`config.mk`:
```
export PLATFORM = sky130hd
export DESIGN_NAME = i2c_req_arbiter
export DESIGN_NICKNAME = d
export VERILOG_FILES = /design/src/rtl/i2c_arb_pkg.sv /design/src/rtl/i2c_arb_timer.sv /design/src/rtl/i2c_req_arbiter.sv
export SDC_FILE = /design/constraint.sdc
export NUM_CORES = 1
export LEC_CHECK = 0
export ABC_AREA = 1
export CORE_ASPECT_RATIO = 0.7
export CORE_MARGIN = 10
export CORE_UTILIZATION = 30
export CTS_CLUSTER_DIAMETER = 50
export CTS_CLUSTER_SIZE = 16
export DETAILED_ROUTE_END_ITERATION = 8
export PLACE_DENSITY_LB_ADDON = 0.05
export SYNTH_ARGS = -nofsm -noshare
export SYNTH_HDL_FRONTEND = slang
export SYNTH_SLANG_ARGS = --single-unit
```
`constraint.sdc`:
```
create_clock -name clk -period 3.6 [get_ports clk]
set_clock_uncertainty 0.05 [all_clocks]
set_input_delay 0.54 -clock clk [delete_from_list [all_inputs] [get_ports clk]]
set_output_delay 0.54 -clock clk [all_outputs]
set_load 0.01 [all_outputs]
```
`src/rtl/i2c_arb_pkg.sv`:
```
// Shared types for the two-port I2C write-request arbiter.
// FSM state encoding, grant policy constants and the port selector.
package i2c_arb_pkg;

  typedef enum logic [1:0] {
    ST_IDLE  = 2'd0,
    ST_ISSUE = 2'd1,
    ST_WAIT  = 2'd2,
    ST_DONE  = 2'd3
  } arb_state_t;

  localparam logic POL_FIXED = 1'b0;
  localparam logic POL_RR    = 1'b1;

  localparam int TMR_W = 16;

  // A lone request always wins; a tie goes to the port not served
  // last under round-robin, or to port 0 under fixed priority.
  function automatic logic pick_port(
    input logic r0,
    input logic r1,
    input logic last,
    input logic policy
  );
    if (r0 && r1) begin
      return (policy == POL_RR) ? ~last : 1'b0;
    end
    return r1;
  endfunction

endpackage

```
`src/rtl/i2c_arb_timer.sv`:
```
// Saturating WAIT-state watchdog for the I2C request arbiter.
// Counts while enabled; expire flags the final allowed cycle.
module i2c_arb_timer
  import i2c_arb_pkg::*;
#(
  parameter logic [TMR_W-1:0] LIMIT = 16'd50_000
) (
  input  logic clk,
  input  logic rst,
  input  logic clear,
  input  logic enable,
  output logic expire
);

  localparam logic [TMR_W-1:0] LAST =
    (LIMIT == '0) ? '0 : LIMIT - 1'b1;

  logic [TMR_W-1:0] count;

  // Cycle counter: clear wins, then count up and hold at all-ones.
  always_ff @(posedge clk or posedge rst) begin
    if (rst) begin
      count <= '0;
    end else if (clear) begin
      count <= '0;
    end else if (enable && (count != '1)) begin
      count <= count + 1'b1;
    end
  end

  assign expire = (count >= LAST);

endmodule

```
`src/rtl/i2c_req_arbiter.sv`:
```
// Two-port arbiter in front of a single i2c_dri write engine.
// Port 0 is the boot sequencer, port 1 the runtime controller.
module i2c_req_arbiter
  import i2c_arb_pkg::*;
#(
  parameter logic [TMR_W-1:0] TIMEOUT_CYC = 16'd50_000,
  parameter logic             RR_EN       = 1'b1
) (
  input  logic       clk,
  input  logic       rst,
  input  logic       req0,
  input  logic [7:0] addr0,
  input  logic [7:0] wdata0,
  output logic       done0,
  output logic       err0,
  input  logic       req1,
  input  logic [7:0] addr1,
  input  logic [7:0] wdata1,
  output logic       done1,
  output logic       err1,
  output logic       i2c_exec,
  output logic [7:0] i2c_addr,
  output logic [7:0] i2c_data_w,
  input  logic       i2c_done,
  output logic       busy,
  output logic       owner
);

  arb_state_t state;
  arb_state_t state_nx;

  logic any_req;
  logic grant;
  logic last_grant;
  logic stat_err;
  logic tmr_clear;
  logic tmr_en;
  logic expire;
  logic finish;

  assign any_req = req0 | req1;
  assign grant   = pick_port(req0, req1, last_grant, RR_EN);
  assign finish  = i2c_done | expire;

  i2c_arb_timer #(
    .LIMIT (TIMEOUT_CYC)
  ) u_timer (
    .clk    (clk),
    .rst    (rst),
    .clear  (tmr_clear),
    .enable (tmr_en),
    .expire (expire)
  );

  // State register.
  always_ff @(posedge clk or posedge rst) begin
    if (rst) begin
      state <= ST_IDLE;
    end else begin
      state <= state_nx;
    end
  end

  // Next-state: one trigger cycle, then wait for done or timeout.
  always_comb begin
    state_nx = state;
    unique case (state)
      ST_IDLE:  if (any_req) state_nx = ST_ISSUE;
      ST_ISSUE: state_nx = ST_WAIT;
      ST_WAIT:  if (finish) state_nx = ST_DONE;
      ST_DONE:  state_nx = ST_IDLE;
    endcase
  end

  // Moore outputs, so reset clears them the moment state does.
  always_comb begin
    i2c_exec  = (state == ST_ISSUE);
    busy      = (state != ST_IDLE);
    tmr_en    = (state == ST_WAIT);
    tmr_clear = (state != ST_WAIT);
    done0     = (state == ST_DONE) && !owner;
    done1     = (state == ST_DONE) &&  owner;
    err0      = done0 && stat_err;
    err1      = done1 && stat_err;
  end

  // Grant capture: owner and payload frozen until the next grant.
  always_ff @(posedge clk or posedge rst) begin
    if (rst) begin
      owner      <= 1'b0;
      i2c_addr   <= 8'h00;
      i2c_data_w <= 8'h00;
    end else if ((state == ST_IDLE) && any_req) begin
      owner      <= grant;
      i2c_addr   <= grant ? addr1  : addr0;
      i2c_data_w <= grant ? wdata1 : wdata0;
    end
  end

  // Completion status (done beats timeout) and round-robin history.
  always_ff @(posedge clk or posedge rst) begin
    if (rst) begin
      stat_err   <= 1'b0;
      last_grant <= 1'b1;
    end else begin
      if ((state == ST_WAIT) && finish) begin
        stat_err <= !i2c_done;
      end
      if (state == ST_DONE) begin
        last_grant <= owner;
      end
    end
  end

endmodule

```
==> out/results.tsv, run 1 <==
stage	metric	value	unit
global_routing	GRT Residual Overflow	0	
sta	fin crit share	63.1	%
critical_path	type of origin of the critical path	flip-flop	
cells_and_area	Nets	372	
critical_path	slowest CP cell	clkdlybuf4s50_1	
critical_path	worst r2r src	last_grant$_DFFE_PP1N_	
logic_synthesis	Post-Syn Area	0.00206	mm²
critical_path	CP bufs+invs	3	
placed_design	placed inst area	0.00275	mm²
sta	Final Hold Fails	0	
sta	Min Hold Slack	0.431	ns
sta	final setup vio count	0	
worst_hold_path	Hold Startpoint	last_grant$_DFFE_PP1N_	
die	Die X-Extent	119	µm
placed_design	Placed Cells	417	
critical_path	CP required	3.01	ns
logic_synthesis	Post-Syn Nets	311	
placed_design	DP HPWL	4.54	mm
clocking	CTS Root Cell	clkbuf_8	
sta	setup ws final	1.33	ns
power	power per cell area	598	mW/mm²
logic_synthesis	synthesized area per cell	7.66	µm²
critical_path	crit-path cells	inv_1 -> ha_1 -> inv_1 -> clkdlybuf4s50_1	
cells_and_area	commonest non-fill, non-tap cell in the layout	nand2_1	
sta	f_max	440	MHz
critical_path	Critical Path Most Common Cell	inv_1	
global_routing	wire length of the first global-routing pass	9.67	mm
clocking	Hold-fix buffers, CTS	0	
detailed_routing	Final ANT Viol Nets	0	
clocking	post-CTS setup repair buffer count	0	
detailed_routing	routed vias/inst	4.46	
critical_path	Critical Path AT	1.68	ns
power	total power	1.70	mW
sta	Slew Limit Fails	0	
die	I/O pin count	60	
power	maximum vdd drop	0.322	mV
cells_and_area	number of diodes	0	
clocking	TritonCTS Sinks	37	
power	Leak Pwr	1.29	nW
detailed_routing	DRC viols	0	
logic_synthesis	post-synthesis sequential area ratio	45.0	%
die	die area	0.0106	mm²
cells_and_area	Storage cell area	927	µm²
global_routing	total track usage	11.4	%
sta	Rel. slew slack	65.0	%
cells_and_area	final core utilization	42.4	%
sta	Final TNS setup	0	ns
cells_and_area	area occupied by multi-input gates	985	µm²
clocking	clk_lat worst skew	0.29	ns
cells_and_area	share of cells above drive strength 1	10.3	%
logic_synthesis	Post-Syn Instances	269	
critical_path	crit end category	output port	
sta	post-layout min period	2.27	ns
clocking	CTS Buf Count	5	
placed_design	IO Port Bufs	59	
clocking	clock buffer depth	2	
detailed_routing	DR WL/cell	14.1	µm
job	Max Cap Viol	0	
logic_synthesis	Netlist cell types	28	
detailed_routing	final wirelength	6.00	mm
cells_and_area	Layout area overhead	38.3	%
worst_hold_path	Hold Path Class	reg2reg	
cells_and_area	Layout fillers	695	
status	status	complete, no violations	
clocking	Clock transition at path regs	0.08	ns
critical_path	crit path max fanout	4	
cells_and_area	final instance area	0.00285	mm²
global_routing	vias in the first global route	1785	
detailed_routing	via count	1895	
clocking	H-tree depth	2	
cells_and_area	most frequent cells in the layout	75 x nand2_1, 59 x clkdlybuf4s50_1, 36 x dfrtp_1, 34 x nor2_1, 24 x inv_1	
die	Site Rows	25	
placed_design	Routability Congestion	0.807	
clocking	Post-CTS Resized	0	
detailed_routing	1st-iter DRT viols	104	
critical_path	largest delay contributor family on the critical path	buffers and inverters	
die	core area	0.00673	mm²
critical_path	WS Path Type	reg2out	
cells_and_area	Non-Filler Instances	425	
sta	RSZ-0062 raised after global routing	no	
die	Die Height	89.3	µm
die	Initial Utilization	30.6	%
clocking	CTS tree	yes	
critical_path	max incr delay on CP	0.57	ns
critical_path	CP Launch Point	state[0]$_DFFE_PP0P_	
logic_synthesis	#FFs+latches synth	37	
global_routing	antenna violations before repair	0	
global_routing	largest net degree at the start of global routing	38	
placed_design	Post-Place Worst Slack	1.21	ns
logic_synthesis	Synth Warn #	0	
detailed_routing	DRT Pass-1 Iters	4	
sta	worst-margin pin slew	0.522	ns
==> kinds of logic (layout without fill, tap and decap cells) <==
| family | count (synthesis) | in the layout | share of synthesized area (%) |
|---|---|---|---|
| fa+ha+maj | 5 | 5 | 3.04 |
| buf+inv | 36 | 98 | 7.23 |
| flops | 37 | 37 | 45.0 |
| simple gates | 160 | 160 | 35.2 |
| compound gates | 30 | 30 | 9.11 |
| xor+xnor | 1 | 1 | 0.425 |
==> worst register-to-register path: cells and delay by family (launching register included) <==
family / cells / cell delay, ns
buf+inv: 1 / 0.53
compound gates: 1 / 0.10
flops: 1 / 0.56
simple gates: 3 / 0.53
==> cell usage after synthesis <==
cell      number  share of area [%]
nor2_2         2               0.61
inv_1         24                4.4
buf_1          2               0.36
buf_2          5                1.2
nand3_1       23                5.6
ha_1           5                3.0
dfstp_2        1                1.3
a31oi_1       16                4.9
or2_2          4                1.2
nor3_2         3                1.5
nand4_1        6                1.8
dfrtp_1       36                 44
clkinv_1       2               0.36
nor3_1         4               0.97
nor2_1        34                6.2
a21oi_1        2               0.49
inv_2          2               0.36
o21bai_1       2               0.73
nor2_4         1               0.55
nand2_2        7                2.1
xor2_1         1               0.43
nand4_4        1                1.0
o21ai_0        6                1.5
o31ai_1        2               0.73
a31o_2         1               0.43
buf_6          1               0.55
nand2_1       75                 14
a21oi_2        1               0.43
==> sequential cells by signal (all words and copies together), names as in the netlist <==
name and cells:
i2c_addr 8, i2c_data_w 8, last_grant 1, owner 1, stat_err 1, state 2, u_timer.count 16
==> worst paths after layout <==
check                      slack, ns  cells after the start                            to
setup / recovery                1.33                      4                          busy
hold / removal                  0.43                      2        last_grant$_DFFE_PP1N_
setup reg to reg                1.71                      5       i2c_addr[6]$_DFFE_PP0P_
hold reg to reg                 0.43                      2        last_grant$_DFFE_PP1N_
max in group asynchronous       2.51                      3        last_grant$_DFFE_PP1N_
min in group asynchronous       0.62                      3  u_timer.count[1]$_DFFE_PP0P_
==> per-layer routing <==
| metal | global-route usage [%] | part of all wire [%] | wire length [µm] |
|---|---|---|---|
| met1 | 17.1 | 54 | 3260 |
| met2 | 14.9 | 40 | 2420 |
| met3 | 3.47 | 4.5 | 268 |
| met4 | 2.98 | 0.88 | 53 |
| met5 | 0 | 0 | 0 |
==> power by group <==
part	internal, mW	total [mW]	switching [mW]	leakage, nW
Sequential	0.548	0.628	0.0802	0.460
Combinational	0.368	0.747	0.379	0.773
Clock	0.173	0.329	0.156	0.0542
Total	1.09	1.70	0.615	1.29
==> layout make-up <==
cell class | count | share of cell area [%]
multi-input combinational | 196 | 34.6
sequential | 37 | 32.5
timing repair buffer | 62 | 21.5
tap | 94 | 4.13
clock buffer | 7 | 3.38
clock inverter | 1 | 0.176
inverter | 28 | 3.69
Power figures use the tool's default switching activity.
==> run 2, diff against run 1 <==
==> constraint.sdc (replaced) <==
create_clock -name clk -period 2 [get_ports clk]
set_clock_uncertainty 0.05 [all_clocks]
set_input_delay 0.3 -clock clk [delete_from_list [all_inputs] [get_ports clk]]
set_output_delay 0.3 -clock clk [all_outputs]
set_load 0.01 [all_outputs]
==> out/results.tsv, run 2 (synthesized netlist as in run 1, its figures left out) <==
stage	metric	value	unit	change
critical_path	CP bufs+invs	2		-1
status	status	complete, no violations		
placed_design	Placed Cells	420		+0.72%
detailed_routing	final wirelength	5.88	mm	-2.0%
clocking	H-tree depth	2		unchanged
critical_path	crit end category	output port		
die	Die Height	89.3	µm	unchanged
die	core area	0.00673	mm²	unchanged
cells_and_area	share of cells above drive strength 1	10.8	%	+0.51 points
critical_path	crit-path cells	ha_1 -> nand2_1 -> inv_1 -> clkdlybuf4s50_1		
detailed_routing	1st-iter DRT viols	114		+9.6%
clocking	Clock transition at path regs	0.08	ns	about the same
critical_path	max incr delay on CP	0.53	ns	-0.04 ns
die	Die X-Extent	119	µm	unchanged
placed_design	DP HPWL	4.57	mm	+0.73%
global_routing	vias in the first global route	1796		+0.62%
cells_and_area	Largest regs	u_timer.count: 16 flops, i2c_addr: 8 flops, i2c_data_w: 8 flops		
detailed_routing	via count	1891		-0.21%
die	Site Rows	25		unchanged
global_routing	antenna violations before repair	0		unchanged
clocking	TritonCTS Sinks	37		unchanged
clocking	CTS Buf Count	5		unchanged
clocking	CTS Root Cell	clkbuf_8		
clocking	clock buffer depth	2		unchanged
detailed_routing	DRC viols	0		unchanged
critical_path	slowest CP cell	clkdlybuf4s50_1		
die	Initial Utilization	30.6	%	unchanged
cells_and_area	Layout area overhead	39.2	%	
job	Max Cap Viol	0		unchanged
critical_path	Critical Path AT	1.55	ns	-0.13 ns
power	maximum vdd drop	0.474	mV	+47%
global_routing	GRT Residual Overflow	0		unchanged
cells_and_area	max reg flops	16		unchanged
critical_path	CP required	1.65	ns	-1.36 ns
critical_path	crit path max fanout	4		unchanged
power	Leak Pwr	1.34	nW	+3.8%
cells_and_area	Nets	375		+0.81%
critical_path	WS Path Type	reg2out		
placed_design	Routability Congestion	0.815		+0.95%
cells_and_area	Layout fillers	709		+2.0%
power	power per cell area	1040	mW/mm²	+74%
cells_and_area	most frequent cells in the layout	75 x nand2_1, 55 x clkdlybuf4s50_1, 36 x dfrtp_1, 34 x nor2_1, 24 x inv_1		
detailed_routing	Final ANT Viol Nets	0		unchanged
worst_hold_path	Hold Path Class	in2async		
clocking	clk_lat worst skew	0.29	ns	about the same
global_routing	wire length of the first global-routing pass	9.48	mm	-1.9%
sta	Final Hold Fails	0		unchanged
detailed_routing	DRT Pass-1 Iters	4		unchanged
clocking	CTS tree	yes		
sta	f_max	527	MHz	
detailed_routing	DR WL/cell	13.7	µm	-2.7%
sta	RSZ-0062 raised after global routing	no		
die	die area	0.0106	mm²	unchanged
global_routing	largest net degree at the start of global routing	38		unchanged
sta	Rel. slew slack	74.5	%	+9.5 points
sta	worst-margin pin slew	0.380	ns	-0.142 ns
sta	final setup vio count	0		unchanged
cells_and_area	commonest non-fill, non-tap cell in the layout	nand2_1		
cells_and_area	Largest Register	u_timer.count		
clocking	post-CTS setup repair buffer count	0		unchanged
sta	post-layout min period	1.90	ns	
die	I/O pin count	60		unchanged
critical_path	largest delay contributor family on the critical path	buffers and inverters		
sta	Final TNS setup	0	ns	unchanged
critical_path	type of origin of the critical path	flip-flop		
sta	Slew Limit Fails	0		unchanged
placed_design	IO Port Bufs	59		unchanged
global_routing	total track usage	11.1	%	-0.28 points
detailed_routing	routed vias/inst	4.42		-0.91%
sta	fin crit share	95.0	%	
cells_and_area	number of diodes	0		unchanged
cells_and_area	Non-Filler Instances	428		+0.71%
## run 2: cell types whose count changed in the layout (fill, tap and decap cells not counted), moves of 2 or more
cell             previous run  this run
dlygate4sd2_1               0         2
dlymetal6s2s_1              0         2
buf_4                       3         5
clkbuf_8                    7         5
clkdlybuf4s50_1            59        55
## run 2: cell type report
cell class                 instances  area (µm²)  share of cell area [%]
clock buffer                       6        72.6                    2.53
clock inverter                     2        10.0                   0.349
inverter                          28         105                    3.66
multi-input combinational        196         985                    34.3
sequential                        37         927                    32.3
tap                               94         118                    4.10
timing repair buffer              65         651                    22.7
## run 2: final timing paths
| kind | slack [ns] | depth (start not counted) | startpoint | to |
|---|---|---|---|---|
| max in group asynchronous | 1.32 | 3 | rst | last_grant$_DFFE_PP1N_ |
| setup / recovery | 0.10 | 4 | state[0]$_DFFE_PP0P_ | done1 |
| setup reg to reg | 0.29 | 8 | u_timer.count[0]$_DFFE_PP0P_ | u_timer.count[1]$_DFFE_PP0P_ |
| min in group clk | 0.43 | 2 | last_grant$_DFFE_PP1N_ | last_grant$_DFFE_PP1N_ |
| hold reg to reg | 0.43 | 2 | last_grant$_DFFE_PP1N_ | last_grant$_DFFE_PP1N_ |
| hold / removal | 0.32 | 3 | rst | u_timer.count[5]$_DFFE_PP0P_ |
## run 2: what timing repair did
item                       CTS  global route
gates resized for setup      2             2
setup endpoints to repair    2             2
hold buffers                 0             0
## run 2: power breakdown
part           internal [mW]  switching (mW)
clock network          0.242           0.270
logic                  0.677           0.676
registers              0.986           0.140
total                   1.91            1.09
## run 2: stage by stage
stage | hold slack [ns] | area (µm²) | setup slack [ns] | power (mW) | util [%]
detailed placement | 0.418 | 2780 | 0.268 | 2.54 | 41.4
global route | 0.343 | 2870 | 0.00897 | 3.25 | 42.6
floorplan | 0.357 | 2060 | 0.573 | 1.83 | -
CTS | 0.323 | 2860 | 0.0244 | 3.06 | 42.6
finish | 0.322 | 2870 | 0.101 | 2.99 | 42.6
global placement | 0.419 | 2780 | 0.299 | 2.54 | 41.4
## run 2: worst min-delay path, delay by kind of cell
family,cells,cell delay (ns)
buffers and inverters,3,0.72
## run 2: routing by layer
metal,share of wire [%],up-vias,GRT usage (%)
met2,40,42,14.5
met3,5.5,2,3.15
met4,0.46,0,2.65
met5,0,-,0
met1,54,846,16.9
li1,-,1001,-
==> run 3, diff against run 2 <==
--- a/config.mk
+++ b/config.mk
@@ -13,6 +13,7 @@
 export CTS_CLUSTER_SIZE = 16
 export DETAILED_ROUTE_END_ITERATION = 8
 export PLACE_DENSITY_LB_ADDON = 0.05
+export SLEW_MARGIN = 10
 export SYNTH_ARGS = -nofsm -noshare
 export SYNTH_HDL_FRONTEND = slang
 export SYNTH_SLANG_ARGS = --single-unit
==> results of run 3 <==
Final layout, timing and power as in run 2 (identical DEF).
